### config.mk
export PLATFORM = sky130hd
export DESIGN_NAME = fir_uart_host_ctrl
export DESIGN_NICKNAME = d
export VERILOG_FILES = /design/src/rtl/fir_link_pkg.sv /design/src/rtl/fir_uart_byte_sender.sv /design/src/rtl/fir_uart_host_ctrl.sv
export SDC_FILE = /design/constraint.sdc
export NUM_CORES = 1
export LEC_CHECK = 0
export CAP_MARGIN = 20
export CORE_AREA = 8 8 85 87
export CTS_CLUSTER_SIZE = 40
export DETAILED_ROUTE_END_ITERATION = 12
export DIE_AREA = 0 0 93 95
export GPL_TIMING_DRIVEN = 0
export PLACE_DENSITY = 0.78
export SLEW_MARGIN = 20
export SYNTH_ARGS = -nofsm -noshare
export SYNTH_HDL_FRONTEND = slang
export SYNTH_HIERARCHICAL = 1
export SYNTH_SLANG_ARGS = --single-unit
### constraint.sdc
create_clock -name clk -period 2.93 [get_ports clk]
set_input_delay 0.293 -clock clk [delete_from_list [all_inputs] [get_ports clk]]
set_output_delay 0.293 -clock clk [all_outputs]
set_load 0.01 [all_outputs]
### src/rtl/fir_link_pkg.sv
// fir_link_pkg: constants and state encoding shared by the FIR UART link
// host controller and its byte sender.
//   BYTE_W             - width of one UART byte
//   SAMPLE_W           - width of a sample / FIR result (two bytes)
//   TIMEOUT_CYCLES_DEF - default receive timeout in clk cycles
//   state_t            - 3-bit host controller state encoding
package fir_link_pkg;

  localparam int BYTE_W             = 8;
  localparam int SAMPLE_W           = 16;
  localparam int TIMEOUT_CYCLES_DEF = 1048576;

  typedef enum logic [2:0] {
    IDLE     = 3'd0,
    SEND_MSB = 3'd1,
    WAIT_MSB = 3'd2,
    SEND_LSB = 3'd3,
    WAIT_LSB = 3'd4,
    RECV_MSB = 3'd5,
    RECV_LSB = 3'd6,
    PRESENT  = 3'd7
  } state_t;

endpackage

### src/rtl/fir_uart_byte_sender.sv
// fir_uart_byte_sender: issues one byte to a UART transmitter.
// The owner raises 'send' while it wants a byte started and 'hold' while it
// waits for that byte to finish. The start pulse is issued as soon as the
// transmitter is idle; the cycle right after the pulse ignores TxD_busy,
// because the transmitter only raises busy one cycle late.
// Ports:
//   clk, reset        - clock, synchronous active-high reset
//   send              - owner is in a SEND_* state
//   hold              - owner is in a WAIT_* state
//   data              - byte to send (sampled on the start cycle)
//   TxD_busy          - transmitter busy
//   fire              - start is being issued this cycle (combinational)
//   done              - byte finished, owner may move on (combinational)
//   TxD_start         - registered one-cycle start pulse
//   TxD_data          - registered byte, stable until the next start
module fir_uart_byte_sender
  import fir_link_pkg::*;
(
  input  logic              clk,
  input  logic              reset,
  input  logic              send,
  input  logic              hold,
  input  logic [BYTE_W-1:0] data,
  input  logic              TxD_busy,
  output logic              fire,
  output logic              done,
  output logic              TxD_start,
  output logic [BYTE_W-1:0] TxD_data
);

  // Set on the start pulse, cleared after the first wait cycle.
  logic blank;

  assign fire = send && !TxD_busy;
  assign done = hold && !blank && !TxD_busy;

  // NOTE: clocked state uses non-blocking assignments so every flop samples
  // pre-edge values regardless of statement order.
  always_ff @(posedge clk) begin
    if (reset) begin
      TxD_start <= 1'b0;
      TxD_data  <= '0;
      blank     <= 1'b0;
    end else begin
      TxD_start <= fire;
      if (fire) begin
        TxD_data <= data;
        blank    <= 1'b1;
      end else if (hold) begin
        blank <= 1'b0;
      end
    end
  end

endmodule

### src/rtl/fir_uart_host_ctrl.sv
// fir_uart_host_ctrl: host side of the FIR board UART link. Sends each
// 16-bit sample as two UART bytes (MSB first), then collects the two-byte
// FIR result (MSB first) and presents it on a valid/ready port.
// Optional feature: define FIR_HOST_TIMEOUT_EN to abort a receive that
// stalls for TIMEOUT_CYCLES clocks (sets link_error, returns to IDLE).
// Ports:
//   clk, reset                    - clock, synchronous active-high reset
//   sample_in/valid/ready         - sample input handshake
//   TxD_start, TxD_data, TxD_busy - UART transmitter interface
//   RxD_data_ready, RxD_data      - UART receiver interface
//   result_out/valid/ready        - result output handshake
//   link_error                    - sticky error (stray byte or timeout)
//   tx_count                      - samples sent, wraps at 16 bits
module fir_uart_host_ctrl
  import fir_link_pkg::*;
#(
  parameter int TIMEOUT_CYCLES = TIMEOUT_CYCLES_DEF,
  parameter int TO_W           = 21
) (
  input  logic                clk,
  input  logic                reset,
  input  logic [SAMPLE_W-1:0] sample_in,
  input  logic                sample_valid,
  output logic                sample_ready,
  output logic                TxD_start,
  output logic [BYTE_W-1:0]   TxD_data,
  input  logic                TxD_busy,
  input  logic                RxD_data_ready,
  input  logic [BYTE_W-1:0]   RxD_data,
  output logic [SAMPLE_W-1:0] result_out,
  output logic                result_valid,
  input  logic                result_ready,
  output logic                link_error,
  output logic [15:0]         tx_count
);

  if ((64'd1 << TO_W) <= 64'(TIMEOUT_CYCLES)) begin : g_bad_to_w
    $error("TO_W is too narrow to count to TIMEOUT_CYCLES");
  end

  state_t              state;
  logic [SAMPLE_W-1:0] sample;
  logic                send, hold, fire, done, in_recv, stray;
  logic [BYTE_W-1:0]   tx_byte;

  assign send    = (state == SEND_MSB) || (state == SEND_LSB);
  assign hold    = (state == WAIT_MSB) || (state == WAIT_LSB);
  assign in_recv = (state == RECV_MSB) || (state == RECV_LSB);
  assign stray   = RxD_data_ready && !in_recv;
  assign tx_byte = (state == SEND_MSB) ? sample[15:8] : sample[7:0];

  fir_uart_byte_sender u_sender (
    .clk       (clk),
    .reset     (reset),
    .send      (send),
    .hold      (hold),
    .data      (tx_byte),
    .TxD_busy  (TxD_busy),
    .fire      (fire),
    .done      (done),
    .TxD_start (TxD_start),
    .TxD_data  (TxD_data)
  );

`ifdef FIR_HOST_TIMEOUT_EN
  logic [TO_W-1:0] to_cnt;
  logic            to_hit;

  assign to_hit = (to_cnt == TO_W'(TIMEOUT_CYCLES - 1));

  // Held at zero outside the receive states, so entering RECV_MSB starts
  // from zero; every received byte restarts the count.
  always_ff @(posedge clk) begin
    if (reset || !in_recv || RxD_data_ready) to_cnt <= '0;
    else                                     to_cnt <= to_cnt + 1'b1;
  end
`endif

  always_ff @(posedge clk) begin
    if (reset) begin
      state        <= IDLE;
      sample       <= '0;
      sample_ready <= 1'b0;
      result_out   <= '0;
      result_valid <= 1'b0;
      link_error   <= 1'b0;
      tx_count     <= '0;
    end else begin
      // Bytes arriving outside a receive state are dropped but flagged.
      if (stray) link_error <= 1'b1;

      case (state)
        IDLE: begin
          // sample_ready rises one cycle after entering IDLE, giving the
          // one-cycle turnaround after a result or reset.
          if (sample_valid && sample_ready) begin
            sample       <= sample_in;
            sample_ready <= 1'b0;
            state        <= SEND_MSB;
          end else begin
            sample_ready <= 1'b1;
          end
        end
        SEND_MSB: if (fire) state <= WAIT_MSB;
        WAIT_MSB: if (done) state <= SEND_LSB;
        SEND_LSB: if (fire) state <= WAIT_LSB;
        WAIT_LSB: begin
          if (done) begin
            tx_count <= tx_count + 1'b1;
            state    <= RECV_MSB;
          end
        end
        RECV_MSB: begin
          if (RxD_data_ready) begin
            result_out[15:8] <= RxD_data;
            state            <= RECV_LSB;
          end
`ifdef FIR_HOST_TIMEOUT_EN
          else if (to_hit) begin
            link_error <= 1'b1;
            result_out <= '0;
            state      <= IDLE;
          end
`endif
        end
        RECV_LSB: begin
          if (RxD_data_ready) begin
            result_out[7:0] <= RxD_data;
            result_valid    <= 1'b1;
            state           <= PRESENT;
          end
`ifdef FIR_HOST_TIMEOUT_EN
          else if (to_hit) begin
            link_error <= 1'b1;
            result_out <= '0;
            state      <= IDLE;
          end
`endif
        end
        PRESENT: begin
          if (result_ready) begin
            result_valid <= 1'b0;
            state        <= IDLE;
          end
        end
        default: state <= IDLE;
      endcase
    end
  end

endmodule

==> run_results.csv, run 1 <==
group,metric,value,unit
sta,fin_crit_sh,90.1,%
logic_synthesis,syn_avg_cell_area,9.12,um2
floorplan,io_pins,74,
logic_synthesis,netlist-cell-type-count,39,
status,status,"complete, no violations",
clocking,clockBufferDepth,2,
logic_synthesis,synthFlopType,"dfxtp_1",
final_layout,area_delta_synth_final,37.1,%
detailed_routing,initialDrtViolationCount,53,
grt,track_usage,15.9,%
placement,io_buffers,73,
floorplan,num_rows,28,
run,max-cap-violations,0,
setup_path,arrival,2.90,ns
final_layout,final_cells,467,
logic_synthesis,async_reset_ff_share,0,%
sta,setup_viol,0,
hold_path,hp-class,"flip-flop to flip-flop",
logic_synthesis,netlist_instances,303,
setup_path,crit_path_start_kind,"flip-flop",
detailed_routing,vias_per_cell,5.15,
logic_synthesis,synth_top_area_share,46.4,%
sta,max_freq,379,MHz
setup_path,cp_data_required_time,3.19,ns
floorplan,fp.dieW,93,um
clocking,path_clk_slew,0.07,ns
sta,fin_crit,2.64,ns
detailed_routing,routed_wirelength,7040,um
detailed_routing,drt_first_pass_iters,4,
logic_synthesis,synth-edff-count,0,
final_layout,final_area,3790,um2
logic_synthesis,ys_seq_area_share,46.4,%
setup_path,worstSetupEndpointType,"flip-flop",
placement,dpl_cell_area,3590,um2
placement,place_hpwl,4970,um
power,power.density,468,nW/um2
grt,grt_pass1_vias,2476,
final_layout,regArea,1280,um2
clocking,cts_tree,"yes",
logic_synthesis,ys_seq_elements,64,
final_layout,fillers,523,
grt,grt_start_max_net_pins,12,
clocking,cts-hold-fix-buffers,0,
floorplan,initial_utilization,47.5,%
placement,dp.cells,451,
detailed_routing,dr_total_vias,2406,
floorplan,die_y,95,um
grt,grt_pass1_wl,11300,um
sta,max_slew.worst_pin.slew,0.836,ns
power,ir_worst_vdd,0.408,mV
sta,hold_violations,0,
final_layout,final_layout_size_suffix_gt1_share,12.5,%
logic_synthesis,syn_nets,334,
detailed_routing,drc,0,
final_layout,final_common_cell,"clkdlybuf4s50_1",
power,power_leakage,1.37,nW
final_layout,multi_input_area,1400,um2
final_layout,n_antenna_cell,0,
detailed_routing,wl_per_cell,15.1,um
sta,rsz0062_at_grt,"no",
floorplan,core-area,5820,um2
floorplan,dieArea,8840,um2
detailed_routing,ant_nets,0,
sta,whs,0.457,ns
logic_synthesis,ys.warnings.count,6,
setup_path,crit_type,"flip-flop to flip-flop",
sta,timing.slew.headroom,44.1,%
placement,place_congestion,0.792,
final_layout,finalNetCount,418,
final_layout,layout_common_cells,"73 x clkdlybuf4s50_1, 64 x dfxtp_1, 43 x nand2_1, 35 x nor2_1, 27 x a21oi_1",
clocking,cts.sinks,64,
clocking,clk_latency,0.33,ns
clocking,cts_buffers,9,
clocking,htreeDepth,3,
setup_path,timing.critical_path.fanout_max,10,
grt,gr-total-overflow,0,
logic_synthesis,yosys.area.top_type,"dfxtp_1",
logic_synthesis,netlist_area,2760,um2
logic_synthesis,yosys-top-cells-area,"dfxtp_1 46%, mux2i_1 6.2%, nand2_1 5.8%",
sta,setup_tns,0,ns
sta,clock_skew,0.00742,ns
clocking,cts_root_buf,"clkbuf_8",
grt,antenna_found_initial,0,
power,p_total,1.77,mW
sta,drv_slew,0,
state kept, by name, summed over array words and instances (netlist names):
signal and count:
result_out 16, sample 16, tx_count 16, u_sender/TxD_data 8, state 3, link_error 1
result_valid 1, sample_ready 1, u_sender/TxD_start 1, u_sender/blank 1
cell type report:
| type | count | area share, % |
|---|---|---|
| Inverter | 3 | 0.429 |
| Sequential cell | 64 | 33.8 |
| Buffer | 16 | 1.98 |
| Clock buffer | 12 | 4.36 |
| Tap cell | 75 | 2.48 |
| Multi-Input combinational cell | 220 | 36.9 |
| Clock inverter | 4 | 0.727 |
| Timing Repair Buffer | 73 | 19.3 |
routing by layer:
metal	vias to the layer above	part of all wire (%)	wire (um)	global-route usage, %
met2	51	48	3410	26.1
met5	-	0	0	0
met1	1131	44	3090	18.4
met4	0	0.80	56	5.64
li1	1218	-	-	-
met3	6	6.9	487	6.27
cell families (layout without fill, tap and decap cells):
| group | count (synthesis) | after routing | synth area share (%) |
|---|---|---|---|
| adders and majority gates | 1 | 1 | 0.453 |
| DFF | 64 | 64 | 46.4 |
| xor gates and xnor gates | 12 | 12 | 3.80 |
| and+or+nand+nor | 136 | 136 | 26.7 |
| AOI/OAI and AO/OA | 45 | 45 | 9.60 |
| buffers and inverters | 19 | 108 | 3.22 |
| muxes | 26 | 26 | 9.83 |
synthesized netlist by cell type, types with 3 or more instances:
master and number:
mux2i_1 17, o21ai_2 8, mux2_2 9, nor3_1 4
or3_1 3, clkbuf_1 11, xor2_1 5, buf_2 4
xnor2_1 7, nand2_1 43, nand3_1 10, nand2b_1 10
nand4bb_1 8, o21ai_0 7, a21oi_1 27, dfxtp_1 64
nand4_1 5, nor2b_1 3, nor2_1 35
where the power goes:
part	switching, mW	leakage, nW	internal [mW]
combinational	0.0765	0.763	0.0870
sequential	0.0107	0.518	0.888
clock	0.337	0.0906	0.375
total	0.424	1.37	1.35
timing repair:
item | CTS | global route
gates cloned | 0 | 0
setup endpoints to repair | 3 | 1
buffers inserted | 0 | 0
gates resized for setup | 1 | 4
worst paths after layout:
path                                    start             to  slack, ns  cells past startpoint
worst min register to register  result_out[6]  result_out[6]       0.46                      2
worst max-delay path                 state[2]   tx_count[12]       0.29                      9
worst min-delay path            result_out[6]  result_out[6]       0.46                      2
worst max register to register       state[2]   tx_count[12]       0.29                      9
critical path, stage by stage (launching register included):
cell and delay (ns):
dfxtp_1 0.49, clkbuf_2 0.27, xnor2_1 0.08, nor2_1 0.11
nor3b_2 0.36, and4bb_2 0.27, buf_2 0.17, nand3_2 0.16
or4_1 0.50, a21oi_1 0.15
stage by stage:
stage	setup slack, ns	util (%)
floorplan	0.316	-
global route	0.113	65.1
CTS	0.166	65.1
detailed placement	-0.0776	61.7
finish	0.289	65.1
global placement	-0.0336	61.7
Power figures use the tool's default switching activity.
==> run 2: changes to the inputs <==
Settings changed: PLACE_DENSITY 0.78 to 0.81.
==> run 2 against run 1 <==
Effect of this change:
- first-iteration DRC count increased by 140%
- cell count unchanged
- cell area decreased by 0.17%
- non-clock buffer count unchanged
- die area unchanged
- via count increased by 1.0%
- hold slack got worse by 0.0027 ns
- maximum frequency decreased by 0.56%
- clock skew decreased by 0.0030 ns
- largest cell class unchanged
- register-to-register slack about the same
- sequential power about the same
- routed wire length increased by 3.7%
==> run_results.csv, run 2 (synthesis gave the netlist of run 1 again) <==
group,metric,value,unit
power,ir_worst_vdd,0.378,mV
final_layout,final_layout_size_suffix_gt1_share,11.7,%
clocking,clockBufferDepth,2,
placement,io_buffers,73,
hold_path,hp-class,"flip-flop to flip-flop",
detailed_routing,met3_length,458,um
power,power_leakage,1.37,nW
detailed_routing,dr_total_vias,2430,
power,p_sw_share,23.1,%
clocking,cts_tree,"yes",
sta,clock_skew,0.00440,ns
floorplan,fp.dieW,93,um
sta,timing.slew.headroom,47.0,%
detailed_routing,met1_length,3220,um
final_layout,finalNetCount,418,
grt,antenna_found_initial,0,
placement,place_congestion,0.809,
power,power.density,470,nW/um2
final_layout,n_antenna_cell,0,
sta,max_slew.worst_pin.slew,0.794,ns
sta,setup_viol,0,
grt,grt_start_max_net_pins,12,
setup_path,crit_type,"flip-flop to flip-flop",
power,intPower,1.37,mW
setup_path,timing.critical_path.fanout_max,10,
sta,hold_violations,0,
sta,drv_slew,0,
floorplan,num_rows,28,
setup_path,worstSetupEndpointType,"flip-flop",
final_layout,final_common_cell,"clkdlybuf4s50_1",
clocking,path_clk_slew,0.07,ns
grt,grt_pass1_vias,2449,
final_layout,finalCoreUtilization,65.0,%
grt,grt_pass1_wl,11900,um
power,p_clk_share,40.1,%
status,status,"complete, no violations",
setup_path,arrival,2.91,ns
final_layout,layout_common_cells,"73 x clkdlybuf4s50_1, 64 x dfxtp_1, 43 x nand2_1, 35 x nor2_1, 27 x a21oi_1",
detailed_routing,ant_nets,0,
power,seqPwrFrac,50.7,%
detailed_routing,drt_first_pass_iters,5,
grt,gr-total-overflow,0,
power,p_total,1.78,mW
sta,max_freq,377,MHz
clocking,post_cts.repair.setup_buffers,0,
power,power.switching,0.411,mW
detailed_routing,wl_per_cell,15.6,um
sta,rsz0062_at_grt,"no",
placement,place_hpwl,5160,um
detailed_routing,initialDrtViolationCount,125,
setup_path,cp_data_required_time,3.19,ns
floorplan,dieArea,8840,um2
detailed_routing,drc,0,
final_layout,top_regs,"result_out (16), sample (16), tx_count (16)",
floorplan,initial_utilization,47.5,%
run,max-cap-violations,0,
floorplan,die_y,95,um
clocking,cts.sinks,64,
power,pwr-share-comb,9.2,%
clocking,htreeDepth,3,
detailed_routing,routed_wirelength,7300,um
grt,track_usage,16.9,%
floorplan,core-area,5820,um2
detailed_routing,vias_per_cell,5.20,
sta,fin_crit_sh,90.6,%
floorplan,io_pins,74,
detailed_routing,dr_wl_met2,3560,um
clocking,clk_latency,0.34,ns
final_layout,area_delta_synth_final,36.9,%
sta,fin_crit,2.66,ns
detailed_routing,highest_layer,"met4",
clocking,cts_root_buf,"clkbuf_8",
clocking,cts_buffers,9,
setup_path,crit_path_start_kind,"flip-flop",
-- run 2: changes by cell type in the layout (fill, tap and decap cells not counted), sizes merged --
cell | before | now
clkinvlp | 3 | 0
bufinv | 0 | 1
clkinv | 1 | 3
-- run 2: final cells by class --
| class | instances | area [um2] |
|---|---|---|
| fill | 534 | 2030 |
| multi-input combinational | 220 | 1400 |
| sequential | 64 | 1280 |
| timing repair buffer | 73 | 731 |
| clock buffer | 12 | 135 |
| tap | 75 | 93.8 |
| buffer | 16 | 75.1 |
| clock inverter | 4 | 45.0 |
| inverter | 3 | 16.3 |
-- run 2: path summary, 6_finish.rpt --
check	start	endpoint	slack, ns	cells after the start
hold / removal	result_out[4]	result_out[4]	0.45	2
hold reg to reg	result_out[4]	result_out[4]	0.45	2
setup reg to reg	state[2]	tx_count[12]	0.27	9
setup / recovery	state[2]	tx_count[12]	0.27	9
-- run 2: critical path, stage by stage (launching register included) --
cell,delay [ns]
dfxtp_1,0.47
clkbuf_2,0.26
xnor2_1,0.08
nor2_1,0.12
nor3b_4,0.35
and4bb_2,0.27
buf_2,0.18
nand3_2,0.16
or4_1,0.51
a21oi_1,0.18
-- run 2: power groups by stage --
stage | sequential [mW] | combinational (mW) | clock (mW)
3_3_place_gp | 0.918 | 0.162 | 0
6_report | 0.900 | 0.164 | 0.712
3_5_place_dp | 0.919 | 0.163 | 0
2_1_floorplan | 0.918 | 0.0875 | 0
5_1_grt | 0.902 | 0.179 | 0.767
4_1_cts | 0.899 | 0.165 | 0.729
-- run 2: metrics by stage --
stage / setup TNS, ns / area, um2 / cells / hold slack [ns] / worst slack (ns)
floorplan: 0 / 2760 / 303 / 0.429 / 0.316
global placement: -0.0479 / 3590 / 451 / 0.442 / -0.0362
detailed placement: -0.238 / 3590 / 451 / 0.447 / -0.121
CTS: 0 / 3770 / 467 / 0.456 / 0.0557
global route: 0 / 3780 / 467 / 0.479 / 0.0532
finish: 0 / 3780 / 467 / 0.454 / 0.274
-- run 2: layer usage --
metal	track usage, %	up-vias
met3	4.52	4
met4	9.53	0
met2	27.7	71
met1	19.6	1135
li1	-	1220
met5	0	-
-- run 2: timing repair --
action                                  4_1_cts  5_1_grt
hold buffers                                  0        0
resized for setup                             1        5
endpoints found under the setup margin        5        5
pin swaps                                     0        0
